`config.mk`:
```
export PLATFORM = sky130hd
export DESIGN_NAME = l1_thresh_loader
export DESIGN_NICKNAME = d
export VERILOG_FILES = /design/src/rtl/l1_trig_pkg.sv /design/src/rtl/l1_thresh_loader_rr_arb2.sv /design/src/rtl/l1_thresh_loader.sv
export SDC_FILE = /design/constraint.sdc
export NUM_CORES = 1
export LEC_CHECK = 0
export CAP_MARGIN = 5
export CELL_PAD_IN_SITES_DETAIL_PLACEMENT = 1
export CELL_PAD_IN_SITES_GLOBAL_PLACEMENT = 1
export CORE_ASPECT_RATIO = 1.4
export CORE_MARGIN = 5
export CORE_UTILIZATION = 32
export CTS_BUF_LIST = sky130_fd_sc_hd__clkbuf_16
export DETAILED_ROUTE_END_ITERATION = 10
export HOLD_SLACK_MARGIN = 0.02
export PLACE_DENSITY_LB_ADDON = 0.1
export SYNTH_ARGS = -nofsm -noshare
export SYNTH_HDL_FRONTEND = slang
export SYNTH_HIERARCHICAL = 1
export SYNTH_SLANG_ARGS = --single-unit
export TNS_END_PERCENT = 1
```
`constraint.sdc`:
```
create_clock -name clk_i -period 2.5 [get_ports clk_i]
set_clock_uncertainty 0.05 [all_clocks]
set_input_delay 0.75 -clock clk_i [delete_from_list [all_inputs] [get_ports clk_i]]
set_output_delay 0.75 -clock clk_i [all_outputs]
set_load 0.005 [all_outputs]
```
`src/rtl/l1_trig_pkg.sv`:
```
// Shared L1 trigger definitions: threshold widths, set indices and the
// loader state enum used by the threshold cascade sequencer.
package l1_trig_pkg;

  localparam int THRESH_BITS   = 18;
  localparam int NSETS         = 2;
  localparam int SET_THRESH    = 0;
  localparam int SET_SUBTHRESH = 1;

  typedef enum logic [1:0] {
    IDLE   = 2'd0,
    LOAD   = 2'd1,
    UPDATE = 2'd2
  } ldr_state_e;

  // One-hot strobe vector for a set index.
  function automatic logic [NSETS-1:0] set_onehot(input logic set);
    set_onehot      = '0;
    set_onehot[set] = 1'b1;
  endfunction

endpackage

```
`src/rtl/l1_thresh_loader_rr_arb2.sv`:
```
// Two-way round-robin arbiter. The grant is combinational from req and the
// last-served pointer; the pointer advances only when the owner takes a grant.
module rr_arb2
  import l1_trig_pkg::*;
(
  input  logic             clk,
  input  logic             rst,
  input  logic [NSETS-1:0] req,
  input  logic             take,
  output logic [NSETS-1:0] grant,
  output logic             last
);

  // Serve a lone requester directly; on a tie favour the set not served last.
  always_comb begin
    grant = '0;
    if (req[SET_THRESH] && req[SET_SUBTHRESH]) begin
      if (last) begin
        grant[SET_THRESH] = 1'b1;
      end else begin
        grant[SET_SUBTHRESH] = 1'b1;
      end
    end else begin
      grant = req;
    end
  end

  // Record the served set; resetting to set 1 lets set 0 win the first tie.
  always_ff @(posedge clk) begin
    if (rst) begin
      last <= 1'b1;
    end else if (take && (|req)) begin
      last <= grant[SET_SUBTHRESH];
    end
  end

endmodule

```
`src/rtl/l1_thresh_loader.sv`:
```
// Threshold cascade loader: arbitrates between the threshold and
// subthreshold load requests, streams all NBEAMS RAM words of the granted
// set into its cascade (highest beam first) and then pulses the set's
// update and ack strobes. Every output is registered.
module l1_thresh_loader
  import l1_trig_pkg::*;
#(
  parameter int NBEAMS = 2
) (
  input  logic                           clk_i,
  input  logic                           rst_i,
  input  logic [NSETS-1:0]               req_i,
  output logic [NSETS-1:0]               ack_o,
  output logic [$clog2(NBEAMS):0]        ram_adr_o,
  input  logic [THRESH_BITS-1:0]         ram_dat_i,
  output logic [NSETS*THRESH_BITS-1:0]   thresh_o,
  output logic [NSETS-1:0]               thresh_wr_o,
  output logic [NSETS-1:0]               thresh_update_o,
  output logic                           busy_o
);

  localparam int BEAM_W = $clog2(NBEAMS);
  localparam int CNT_W  = (BEAM_W > 0) ? BEAM_W : 1;
  localparam int ADR_W  = BEAM_W + 1;
  localparam logic [CNT_W-1:0] LAST_BEAM = CNT_W'(NBEAMS - 1);

  ldr_state_e state_q, state_d;

  logic                         take;
  logic [NSETS-1:0]             grant;
  logic                         gset;

  logic [CNT_W-1:0]             cnt_q, cnt_d;
  logic [ADR_W-1:0]             adr_d;
  logic                         adr_v_q, adr_v_d;
  logic                         adr_set_q, adr_set_d;
  logic                         wr_v_q;

  logic [NSETS*THRESH_BITS-1:0] thr_d;
  logic [NSETS-1:0]             wr_d;
  logic [NSETS-1:0]             upd_d;
  logic [NSETS-1:0]             ack_d;
  logic                         busy_d;

  // RAM address {set, beam} for the given set and beam number.
  function automatic logic [ADR_W-1:0] beam_adr(input logic set,
                                                input logic [CNT_W-1:0] beam);
    beam_adr = (ADR_W'(set) << BEAM_W) | ADR_W'(beam);
  endfunction

  // A grant is only taken while idle; the arbiter's pointer then holds the
  // granted set for the whole load, so it doubles as the latched set.
  assign take = (state_q == IDLE) && (|req_i);

  rr_arb2 u_arb (
    .clk   (clk_i),
    .rst   (rst_i),
    .req   (req_i),
    .take  (take),
    .grant (grant),
    .last  (gset)
  );

  // State register.
  always_ff @(posedge clk_i) begin
    if (rst_i) begin
      state_q <= IDLE;
    end else begin
      state_q <= state_d;
    end
  end

  // Leave LOAD once the last address has drained and its write is out.
  always_comb begin
    state_d = state_q;
    unique case (state_q)
      IDLE:    if (take) state_d = LOAD;
      LOAD:    if (!adr_v_q && wr_v_q) state_d = UPDATE;
      UPDATE:  state_d = IDLE;
      default: state_d = IDLE;
    endcase
  end

  // Next values of the address stage, write stage and strobes.
  always_comb begin
    cnt_d     = cnt_q;
    adr_d     = ram_adr_o;
    adr_v_d   = 1'b0;
    adr_set_d = adr_set_q;
    thr_d     = '0;
    wr_d      = '0;
    upd_d     = '0;
    ack_d     = '0;
    busy_d    = (state_d != IDLE);

    unique case (state_q)
      IDLE: begin
        if (take) begin
          cnt_d     = LAST_BEAM;
          adr_d     = beam_adr(grant[SET_SUBTHRESH], LAST_BEAM);
          adr_v_d   = 1'b1;
          adr_set_d = grant[SET_SUBTHRESH];
        end
      end
      LOAD: begin
        if (adr_v_q && (cnt_q != '0)) begin
          cnt_d   = cnt_q - 1'b1;
          adr_d   = beam_adr(gset, cnt_q - 1'b1);
          adr_v_d = 1'b1;
        end
        if (state_d == UPDATE) begin
          upd_d = set_onehot(gset);
          ack_d = set_onehot(gset);
        end
      end
      default: ;
    endcase

    if (adr_v_q) begin
      wr_d = set_onehot(adr_set_q);
      thr_d[THRESH_BITS*int'(adr_set_q) +: THRESH_BITS] = ram_dat_i;
    end
  end

  // Register the address/valid stage, the RAM data stage and all outputs.
  always_ff @(posedge clk_i) begin
    if (rst_i) begin
      cnt_q           <= '0;
      ram_adr_o       <= '0;
      adr_v_q         <= 1'b0;
      adr_set_q       <= 1'b0;
      wr_v_q          <= 1'b0;
      thresh_o        <= '0;
      thresh_wr_o     <= '0;
      thresh_update_o <= '0;
      ack_o           <= '0;
      busy_o          <= 1'b0;
    end else begin
      cnt_q           <= cnt_d;
      ram_adr_o       <= adr_d;
      adr_v_q         <= adr_v_d;
      adr_set_q       <= adr_set_d;
      wr_v_q          <= adr_v_q;
      thresh_o        <= thr_d;
      thresh_wr_o     <= wr_d;
      thresh_update_o <= upd_d;
      ack_o           <= ack_d;
      busy_o          <= busy_d;
    end
  end

endmodule

```
==> flow_summary.json <==
{
  "status": "finished clean",
  "clk_latency_ns": 0.29,
  "drc": 0,
  "ir_worst_vdd_v": 0.0003438,
  "cpPeakStageDelay_ns": 0.78,
  "first_global_vias": 1161,
  "cts_root_buf": "clkbuf_16",
  "switching_share_pct": 22.42,
  "grt_pass1_wl_um": 5906,
  "clkPwrFrac_pct": 40.8,
  "crit_fanout": 20,
  "max-slew-margin-rel_pct": 31.47,
  "syn2layout_area_growth_pct": 57.52,
  "initial_utilization_pct": 32.73,
  "avgSynthCellArea_sq_um": 11.69,
  "final_common_cell": "clkdlybuf4s50_1",
  "portBuffers": 66,
  "ctsHoldBuffers": 0,
  "setup_violations": 0,
  "cp.arrival_ns": 2.23,
  "fin_tns_setup_ns": 0,
  "fin_crit_ns": 2.057,
  "num_vias": 1104,
  "gp_congestion": 0.7632,
  "layout_common_cells": "clkdlybuf4s50_1, dfxtp_1, and2_1",
  "p_sw_w": 0.0003693,
  "cp.required_ns": 2.67,
  "postCtsSetupBuffers": 0,
  "design.die.area_sq_um": 6078,
  "drt-total-wl_um": 3552,
  "drtIter0Drc": 29,
  "coreArea_sq_um": 4499,
  "fin_crit_sh_pct": 82.29,
  "n_antenna_cell": 0,
  "nets": 213,
  "grt_max_degree": 22,
  "cts_buffers": 5,
  "die_y_um": 90.27,
  "grtUsageTotal_pct": 12.77,
  "max_slew.worst_pin.slew_ns": 1.024,
  "power.leakage_nw": 0.9470,
  "comb_power_share_pct": 8.8,
  "hpwl_um": 2680,
  "max_freq_mhz": 486.1,
  "max-cap-violations": 0,
  "clock_path_buffers": 2,
  "io_pins": 67,
  "ys.warnings.count": 6,
  "slowest_stage": "nor2_1",
  "placed_area_sq_um": 2168,
  "drive_above_1_share_pct": 7.292,
  "path_clk_slew_ns": 0.07,
  "tritoncts": "built",
  "netlist_area_sq_um": 1473,
  "intPower_w": 0.001278,
  "pwr_density_cell_nw_per_um2": 710.1,
  "grt_overflow_total": 0,
  "routed_via_density": 4.346,
  "cts.repair.resized": 0,
  "syn_nets": 148,
  "die_w_um": 67.34,
  "final_area_sq_um": 2320,
  "rows": 29,
  "path_class": "in2reg",
  "seqPwrFrac_pct": 50.3,
  "drtPass1Iterations": 4,
  "grt_setup_unrepaired": "no",
  "drv_slew": 0,
  "crit_chain": "clkdlybuf4s50_1, nor2_1, and3_1",
  "antenna_found_initial": 0,
  "worstHoldPathType": "reg2reg",
  "synth_cells": 126,
  "h-tree-depth": 2,
  "worstSetupEndpointType": "flip-flop",
  "ant_nets": 0,
  "clock_sinks": 49,
  "wire_per_inst_um": 13.98,
  "hold_violations": 0,
  "start_kind": "input port"
}
==> registers in the layout, summed over array words and instances (netlist names) <==
signal	count
thresh_wr_o	2
thresh_o	36
busy_o	1
adr_v_q	1
state_q	2
ram_adr_o	2
thresh_update_o	2
wr_v_q	1
u_arb/last	1
adr_set_q	1
==> area by class of cell <==
cell class | instances | area [sq um]
fill | 519 | 2180
inverter | 2 | 7.507
clock inverter | 3 | 26.28
multi-input combinational | 66 | 434.2
clock buffer | 5 | 125.1
timing repair buffer | 67 | 668.1
sequential | 49 | 980.9
tap | 62 | 77.57
==> critical path: cells and delay by family <==
family | cells | cell delay [ns]
and+or+nand+nor | 2 | 1.05
buffers and inverters | 1 | 0.43
==> metal layers <==
metal  GRT usage [%]  routed length, um  vias to the layer above
met5               0                  0                        -
met4           5.076                 58                        0
met3           3.487                215                        6
met2           21.99               1838                       41
met1           14.40               1439                      515
li1                -                  -                      542
==> per-stage QoR <==
stage | util, % | cells | total power, W | worst slack [ns] | hold slack [ns]
finish | 51.56 | 254 | 0.001647 | 0.4427 | 0.4655
global route | 51.56 | 254 | 0.001727 | 0.3530 | 0.5118
CTS | 51.56 | 254 | 0.001667 | 0.4021 | 0.4664
detailed placement | 48.19 | 246 | 0.0009955 | 0.1494 | 0.4531
global placement | 48.19 | 246 | 0.0009912 | 0.1291 | 0.4502
floorplan | - | 126 | 0.0009011 | 0.8965 | 0.4202
==> final timing paths <==
kind                             start                         to  slack (ns)  depth (start not counted)
max                              rst_i    thresh_o[21]$_SDFF_PP0_        0.44                          3
min          ram_adr_o[0]$_SDFFE_PP0P_  ram_adr_o[0]$_SDFFE_PP0P_        0.47                          2
max reg2reg         adr_v_q$_SDFF_PP0_    thresh_o[21]$_SDFF_PP0_        0.90                          3
min reg2reg  ram_adr_o[0]$_SDFFE_PP0P_  ram_adr_o[0]$_SDFFE_PP0P_        0.47                          2
==> power groups by stage <==
stage	sequential, W	clock (W)	combinational, W
final	0.000829	0.000672	0.000146
after global routing	0.000834	0.000734	0.000159
after CTS	0.000830	0.000688	0.000149
after detailed placement	0.000848	0	0.000148
after global placement	0.000847	0	0.000144
after floorplan	0.000843	0	0.0000579
Power figures use the tool's default switching activity.
